[src/rtl/spi_frame_receiver.sv]
// spi_frame_receiver: receives framed multi-channel SPI words and queues them, channel-tagged, in a ready/valid FIFO.
module spi_frame_receiver #(
  parameter int DATA_W     = 16,
  parameter int NUM_CH     = 2,
  parameter int FIFO_DEPTH = 4,
  parameter int MSB_FIRST  = 1,
  localparam int CH_W  = (NUM_CH > 1) ? $clog2(NUM_CH) : 1,
  localparam int CNT_W = $clog2(FIFO_DEPTH) + 1
) (
  input  logic              serial_clk,
  input  logic              reset,
  input  logic              chip_select,
  input  logic              mosi,
  output logic [DATA_W-1:0] out_data,
  output logic [CH_W-1:0]   out_ch,
  output logic              out_valid,
  input  logic              out_ready,
  output logic [DATA_W-1:0] shift_reg_out,
  output logic [CNT_W-1:0]  fifo_count,
  output logic              frame_done,
  output logic              frame_err,
  output logic              overflow
);
  localparam int BW = $clog2(DATA_W);
  localparam int PW = $clog2(FIFO_DEPTH);
  localparam int EW = DATA_W + CH_W;
  typedef enum logic [1:0] {S_WAIT, S_IDLE, S_RECV, S_DONE} state_t;
  state_t state, state_nxt;
  logic [DATA_W-1:0] shift_reg, shift_nxt;
  logic [BW-1:0] bit_cnt;
  logic [CH_W-1:0] ch_cnt;
  logic shift_en, word_end, last_ch, done_nxt, err_nxt;
  logic [EW-1:0] mem [FIFO_DEPTH];
  logic [PW-1:0] wr_ptr, rd_ptr;
  logic [CNT_W-1:0] count;
  logic full, pop, wr_en;
  always_ff @(posedge serial_clk or negedge reset)
    if (!reset) state <= S_WAIT;
    else state <= state_nxt;
  always_comb begin
    state_nxt = state;
    case (state)
      S_WAIT:  state_nxt = chip_select ? S_IDLE : S_WAIT;
      S_IDLE:  state_nxt = chip_select ? S_IDLE : S_RECV;
      S_RECV:  state_nxt = chip_select ? S_IDLE : (word_end && last_ch) ? S_DONE : S_RECV;
      S_DONE:  state_nxt = chip_select ? S_IDLE : S_DONE;
      default: state_nxt = S_WAIT;
    endcase
  end
  // IDLE captures the first bit exactly like a RECV shift from a cleared register
  always_comb begin
    shift_en  = !chip_select && (state == S_IDLE || state == S_RECV);
    word_end  = shift_en && bit_cnt == BW'(DATA_W - 1);
    last_ch   = ch_cnt == CH_W'(NUM_CH - 1);
    done_nxt  = chip_select && state == S_DONE;
    err_nxt   = chip_select && state == S_RECV && (bit_cnt != '0 || ch_cnt != '0);
    shift_nxt = (MSB_FIRST != 0) ? {shift_reg[DATA_W-2:0], mosi} : {mosi, shift_reg[DATA_W-1:1]};
  end
  always_ff @(posedge serial_clk or negedge reset)
    if (!reset) begin
      shift_reg  <= '0;
      bit_cnt    <= '0;
      ch_cnt     <= '0;
      frame_done <= 1'b0;
      frame_err  <= 1'b0;
    end else begin
      frame_done <= done_nxt;
      frame_err  <= err_nxt;
      if (chip_select) begin
        shift_reg <= '0;
        bit_cnt   <= '0;
        ch_cnt    <= '0;
      end else if (shift_en) begin
        shift_reg <= shift_nxt;
        bit_cnt   <= word_end ? '0 : bit_cnt + 1'b1;
        if (word_end) ch_cnt <= ch_cnt + 1'b1;
      end
    end
  // a full FIFO still accepts a push when the head is popped at the same edge
  always_comb begin
    full  = count == CNT_W'(FIFO_DEPTH);
    pop   = out_valid && out_ready;
    wr_en = word_end && (!full || pop);
  end
  always_ff @(posedge serial_clk or negedge reset)
    if (!reset) begin
      wr_ptr   <= '0;
      rd_ptr   <= '0;
      count    <= '0;
      overflow <= 1'b0;
      for (int i = 0; i < FIFO_DEPTH; i++) mem[i] <= '0;
    end else begin
      if (wr_en) begin
        mem[wr_ptr] <= {shift_nxt, ch_cnt};
        wr_ptr      <= wr_ptr + 1'b1;
      end
      if (pop) rd_ptr <= rd_ptr + 1'b1;
      count <= count + CNT_W'(wr_en) - CNT_W'(pop);
      if (word_end && full && !pop) overflow <= 1'b1;
    end
  assign {out_data, out_ch} = mem[rd_ptr];
  assign out_valid     = count != '0;
  assign fifo_count    = count;
  assign shift_reg_out = shift_reg;
endmodule

[config.mk]
export PLATFORM = sky130hd
export DESIGN_NAME = spi_frame_receiver
export DESIGN_NICKNAME = d
export VERILOG_FILES = /design/src/rtl/spi_frame_receiver.sv
export SDC_FILE = /design/constraint.sdc
export NUM_CORES = 1
export LEC_CHECK = 0
export ABC_AREA = 1
export CORE_ASPECT_RATIO = 1.2
export CORE_MARGIN = 3
export CORE_UTILIZATION = 30
export DETAILED_ROUTE_END_ITERATION = 6
export GPL_TIMING_DRIVEN = 0
export PLACE_DENSITY = 0.48
export SYNTH_ARGS = -nofsm -noshare
export SYNTH_HDL_FRONTEND = slang
export SYNTH_SLANG_ARGS = --single-unit
[constraint.sdc]
create_clock -name serial_clk -period 2.65 [get_ports serial_clk]
set_input_delay 0.53 -clock serial_clk [delete_from_list [all_inputs] [get_ports serial_clk]]
set_output_delay 0.53 -clock serial_clk [all_outputs]
set_load 0.05 [all_outputs]
Word level (Yosys, flattened, before mapping)

Cells that the tools add are included.

Bits of input ports: 5
Latch bits: 0
Memories kept: 0
Memory bits (read-only): 0
RAM bits: 0
Output and inout bits: 40
Register bits after elaboration: 101
Word-level logic and storage cells: 73

Div/mod/pow operators: 0
Shift operators: 0
$add $sub $neg: 6
Mux-type cells: 20
Equal/unequal tests: 5
Multiply operators: 0
Reductions and logical operators: 23
Bitwise logic cells: 2
Magnitude comparators: 3

Operators by type and width:

| cell                                                | number |
|---|---|
| bitwise mux 68 bit                                  | 1 |
| 2-to-1 mux 17 bit                                   | 3 |
| binary-select mux 17 bit (select 2 bit)             | 1 |
| demux 17 bit (select 2 bit)                         | 1 |
| 2-to-1 mux 16 bit                                   | 2 |
| 2-to-1 mux 4 bit                                    | 3 |
| logical AND 1 bit                                   | 11 |
| one-hot mux 2 bit (4 select lines)                  | 1 |
| >= comparator 3 bit (second input constant)         | 2 |
| 2-to-1 mux 2 bit                                    | 3 |
| inverter 2 -> 3 bit                                 | 2 |
| 2-to-1 mux 1 bit                                    | 5 |
| adder 2 x 1 -> 2 bit (second input constant)        | 2 |
| adder 4 x 1 -> 4 bit (second input constant)        | 1 |
| equality test 2 bit (second input constant)         | 2 |
| equality test 4 bit (second input constant)         | 1 |
| nonzero test 2 bit                                  | 2 |
| nonzero test 4 bit                                  | 1 |
| adder 3 x 1 -> 3 bit                                | 1 |
| equality test 3 bit (second input constant)         | 1 |
| logical NOT 1 bit                                   | 3 |
| logical OR 1 bit                                    | 3 |
| < comparator 3 x 1 -> 1 bit (second input constant) | 1 |
| nonzero test 3 bit                                  | 1 |
| 5 further kinds                                     | 5 |

Logic depth before layout (Yosys ltp)

Depth in word-level cells: 8
Depth in mapped cells: 10
Depth with buffers taken out: 10

Worst setup path before layout

OpenSTA, ideal clock, no wires.

Path kind: register to register
Start point: register state[1]
End point: register count[2], in the netlist fifo_count[2]
Cell stages (with the launch flop): 11
Path buffers: 0
Path slack: 0.248 ns
Period minus slack after synthesis: 2.402 ns
Arrival time: 2.272 ns
Setup time: 0.130 ns
Data required time: 2.520 ns
Path through: dfrtp_1 inv_1 ha_1 nand2_4 nor2_8 nand2_1 ha_1 inv_1 ha_1 fa_1 xor2_1

Cells in the longest elaborated chain, start to end: 7
Elaborated cells between the ends (all ways): 8
Those cells by class: add/sub (2); eq/ne (2); reduce/logical (4)

RTL lines:

| what                                                                       | RTL line | source |
|---|---|---|
| start, declared                                                            | 28       | `state_t state, state_nxt;` |
| start signal, assigned                                                     | 39       | `else state <= state_nxt;` |
| equality test 2 x 1 -> 1 bit / equality test 2 bit (equally long branches) | 52       | `shift_en = !chip_select && (state == S_IDLE \|\| state == S_RECV);` |
| logical OR 1 bit (*)                                                       | 52       |  |
| logical AND 1 bit (*)                                                      | 52       |  |
| logical AND 1 bit (*)                                                      | 53       | `word_end = shift_en && bit_cnt == BW'(DATA_W - 1);` |
| logical AND 1 bit (*)                                                      | 83       | `wr_en = word_end && (!full \|\| pop);` |
| adder 3 x 1 -> 3 bit (*)                                                   | 98       | `count <= count + CNT_W'(wr_en) - CNT_W'(pop);` |
| subtractor 3 x 1 -> 3 bit (*)                                              | 98       |  |
| end signal, assigned                                                       | 98       |  |
| end, declared                                                              | 35       | `logic [CNT_W-1:0] count;` |

Every way passes the cells marked *; elsewhere a longest branch is shown, timed or not.
A chain may end at the register's enable or synchronous reset.

Worst setup path after layout

Start point: register rd_ptr[1]
End point: output port out_data[4]

Cells in the longest elaborated chain, start to end: 4

RTL lines:

| what                                                  | RTL line | source |
|---|---|---|
| start, declared                                       | 34       | `logic [PW-1:0] wr_ptr, rd_ptr;` |
| start signal, assigned                                | 97       | `if (pop) rd_ptr <= rd_ptr + 1'b1;` |
| inverter 2 -> 3 bit (implied by the code)             | 101      | `assign {out_data, out_ch} = mem[rd_ptr];` |
| binary-select mux 17 bit (select 2 bit)               | 101      |  |
| 2-to-1 mux 17 bit (implied by the code) (2 in series) | 101      |  |
| end, declared                                         | 14       | `output logic [DATA_W-1:0] out_data,` |

Every way passes these cells. The select of a mux whose other input is x is not followed.

==> metrics.txt <==
worst stage delay on the critical path=0.50 ns; antenna-violating nets left=0; DR vias/cell=4.68; Clock Path Buffers=2; Synth top area share=55.2%; Initial Util=31.3%; Cell Int Power=3.18 mW; Layout Skew=0.00916 ns; #FFs+latches synth=101; fin util=38.6%; sequential share of power=31.1%; FILL cells=1523; layout cell share with drive strength beyond 1=19.2%; status=complete, no violations; max-slew violation count=0; dpl cells=708; post-synth net total=481; CP required=2.12 ns; Post-synth EDFFs=0; CP arrival=2.00 ns; synth cell count leaders=dfrtp_1, nand2_1, nor2_1; Initial DRT Pass Iterations=4; CTS clk-pin slew, worst paths=0.07 ns; Netlist cell types=26; antenna violations before repair=0; WL per Instance=16.9 um; P_leak=2.50 nW; worst ir drop on vdd=0.713 mV; area leader, netlist=dfrtp_1; Setup CP Type=register to output pin; Root Driver=clkbuf_16; critical path's slowest cell=dfrtp_1; Post-Synth Simple-Gate Area=13.4%; GR Overflow Total=0; total power=5.43 mW; worst-margin pin slew=0.702 ns; Worst setup EP type=output pin; multiplexer share of the synthesized area=0%; Synth Area in XOR/XNOR=1.15%; Area after DPL=5300 sq um; Worst-Skew Late Latency=0.35 ns; GP Congestion=0.778; fmax=0.395 GHz; P_sw=2.25 mW; drt drc=0; Pwr Density=959 nW/um^2; Top Ports=45; CP Cell Sequence=inv_2 > buf_2 > o21ai_0 > o22ai_1 > clkdlybuf4s18_2; Yosys Warn Count=0; Adder-Cell Fraction of Synth Area=3.71%; violation count after the first detailed-route iteration=207; dominant cell by count in the synthesized netlist=dfrtp_1; H-tree depth=3; CTS tree=built; Core Region=14700 sq um; ys flop type=dfrtp_1; Synth async-reset ratio=100%; die area=16800 sq um; GRT Total Usage=15.3%; final worst path period share=95.6%; Post-Synthesis Cells=463; startpoint types=register; Switching Share=41.4%; combinational share of power=40.3%; HPWL Detailed=8.12 mm; Synth Area in Compound Gates=19.4%; Hold WS=0.195 ns; via count=3398; first-pass GRT wire length=19.7 mm; relative slew slack=53.2%; Final Hold Fails=0; Final setup viols=0; post-synthesis sequential area ratio=55.2%; largest net degree at the start of global routing=57; cell area after layout=5660 sq um; synth top area cells=dfrtp_1, nand2_1, o21ai_2; antenna cells=0; Synth Area per Inst=9.89 sq um; Buffers on Ports=44; main combinational cell family by area after synthesis=compound AO/OA/AOI/OAI gates; worst hold path class=input port to asynchronous set/reset pin; clock network power share=28.6%; Finished Layout Cells=726; Max-Cap Viols=0; synth-to-layout area growth=23.6%; Num CTS Buffers=9; Die Width=119 um; CTS sink count=101; vias in the first global route=3468; RSZ-0062 raised after global routing=no; die extent in y=141 um; Layout Nets=540; fin crit period=2.53 ns; # rows=48; Max FO, Critical Path=10; Mapped Area=4580 sq um; Routed WL=12.3 mm
worst max-delay path: cells and delay by family (launching register included):
| kind | cells | cell delay [ns] |
|---|---|---|
| AO/OA/AOI/OAI | 2 | 0.27 |
| buffers and inverters | 3 | 0.89 |
| flip-flops | 1 | 0.50 |
layer usage:
| layer | vias to the layer above | track usage (%) | share of wire, % |
|---|---|---|---|
| met4 | 0 | 6.35 | 1.7 |
| met3 | 12 | 2.07 | 1.7 |
| met1 | 1678 | 21.2 | 49 |
| met5 | - | 0 | 0 |
| li1 | 1665 | - | - |
| met2 | 43 | 24.3 | 48 |
state kept, by name, indices dropped and copies added (netlist names), 2 cells and up:
register,cells
shift_reg_out,16
fifo_count,3
bit_cnt,4
rd_ptr,2
state,2
mem,68
wr_ptr,2
stage by stage:
stage | worst slack, ns | TNS [ns]
floorplan | 0.248 | 0
global placement | -2.98 | -305.68
detailed placement | -0.393 | -5.35
CTS | 0.00152 | 0
global route | 0.000222 | 0
finish | 0.117 | 0
final cells by class:
type                       instances  area (sq um)  share of cell area, %
clock inverter                     4          95.1                   1.68
multi-input combinational        300          1740                   30.7
tap                              200           250                   4.42
inverter                          39           146                   2.59
buffer                            23           196                   3.47
sequential                       101          2530                   44.7
timing repair buffer              48           452                   7.98
clock buffer                      11           253                   4.47
cells in the final DEF (no fill, tap or decap), types with 2 or more instances in the layout:
| master | instances |
|---|---|
| clkdlybuf4s50_1 | 26 |
| o21bai_1 | 2 |
| clkbuf_8 | 2 |
| nand3_4 | 5 |
| o21ai_1 | 37 |
| nor2_1 | 45 |
| clkbuf_2 | 6 |
| bufinv_16 | 3 |
| inv_2 | 2 |
| clkdlybuf4s15_2 | 5 |
| clkbuf_16 | 9 |
| clkbuf_4 | 8 |
| nand2_1 | 79 |
| nand3_1 | 3 |
| buf_4 | 4 |
| buf_2 | 7 |
| o21ai_2 | 31 |
| o22ai_1 | 32 |
| xor2_1 | 5 |
| a21oi_1 | 4 |
| inv_1 | 37 |
| o21ai_0 | 38 |
| buf_6 | 12 |
| dfrtp_1 | 101 |
| ha_1 | 11 |
power by group through the flow:
| stage | sequential (mW) | combinational, mW | clock [mW] |
|---|---|---|---|
| final | 1.69 | 2.19 | 1.55 |
| after CTS | 1.69 | 2.24 | 1.59 |
| after detailed placement | 1.71 | 2.27 | 0 |
| after floorplan | 1.80 | 1.39 | 0 |
| after global placement | 1.71 | 2.26 | 0 |
| after global routing | 1.70 | 2.38 | 1.66 |
cell families after synthesis:
kind of cell	after synthesis
AOI/OAI and AO/OA	145
xor gates and xnor gates	6
adders and majority gates	13
buffers and inverters	62
DFF	101
and+or+nand+nor	136
final timing paths:
path,startpoint,end,slack [ns],cells after the start
max,rd_ptr[1],out_data[4],0.12,5
min,reset,mem[61],0.19,1
max reg2reg,state[1],fifo_count[2],0.27,10
min reg2reg,mem[34],mem[34],0.48,2
max in group asynchronous,reset,mem[50],1.75,2
min in group serial_clk,mem[34],mem[34],0.48,2
timing repair:
action | in CTS | in global routing
gates resized for setup | 62 | 29
pin swaps | 0 | 1
hold buffers | 0 | 0
setup buffers | 0 | 3
setup endpoints to repair | 18 | 18
No activity file was read; power rests on OpenSTA's default activity.
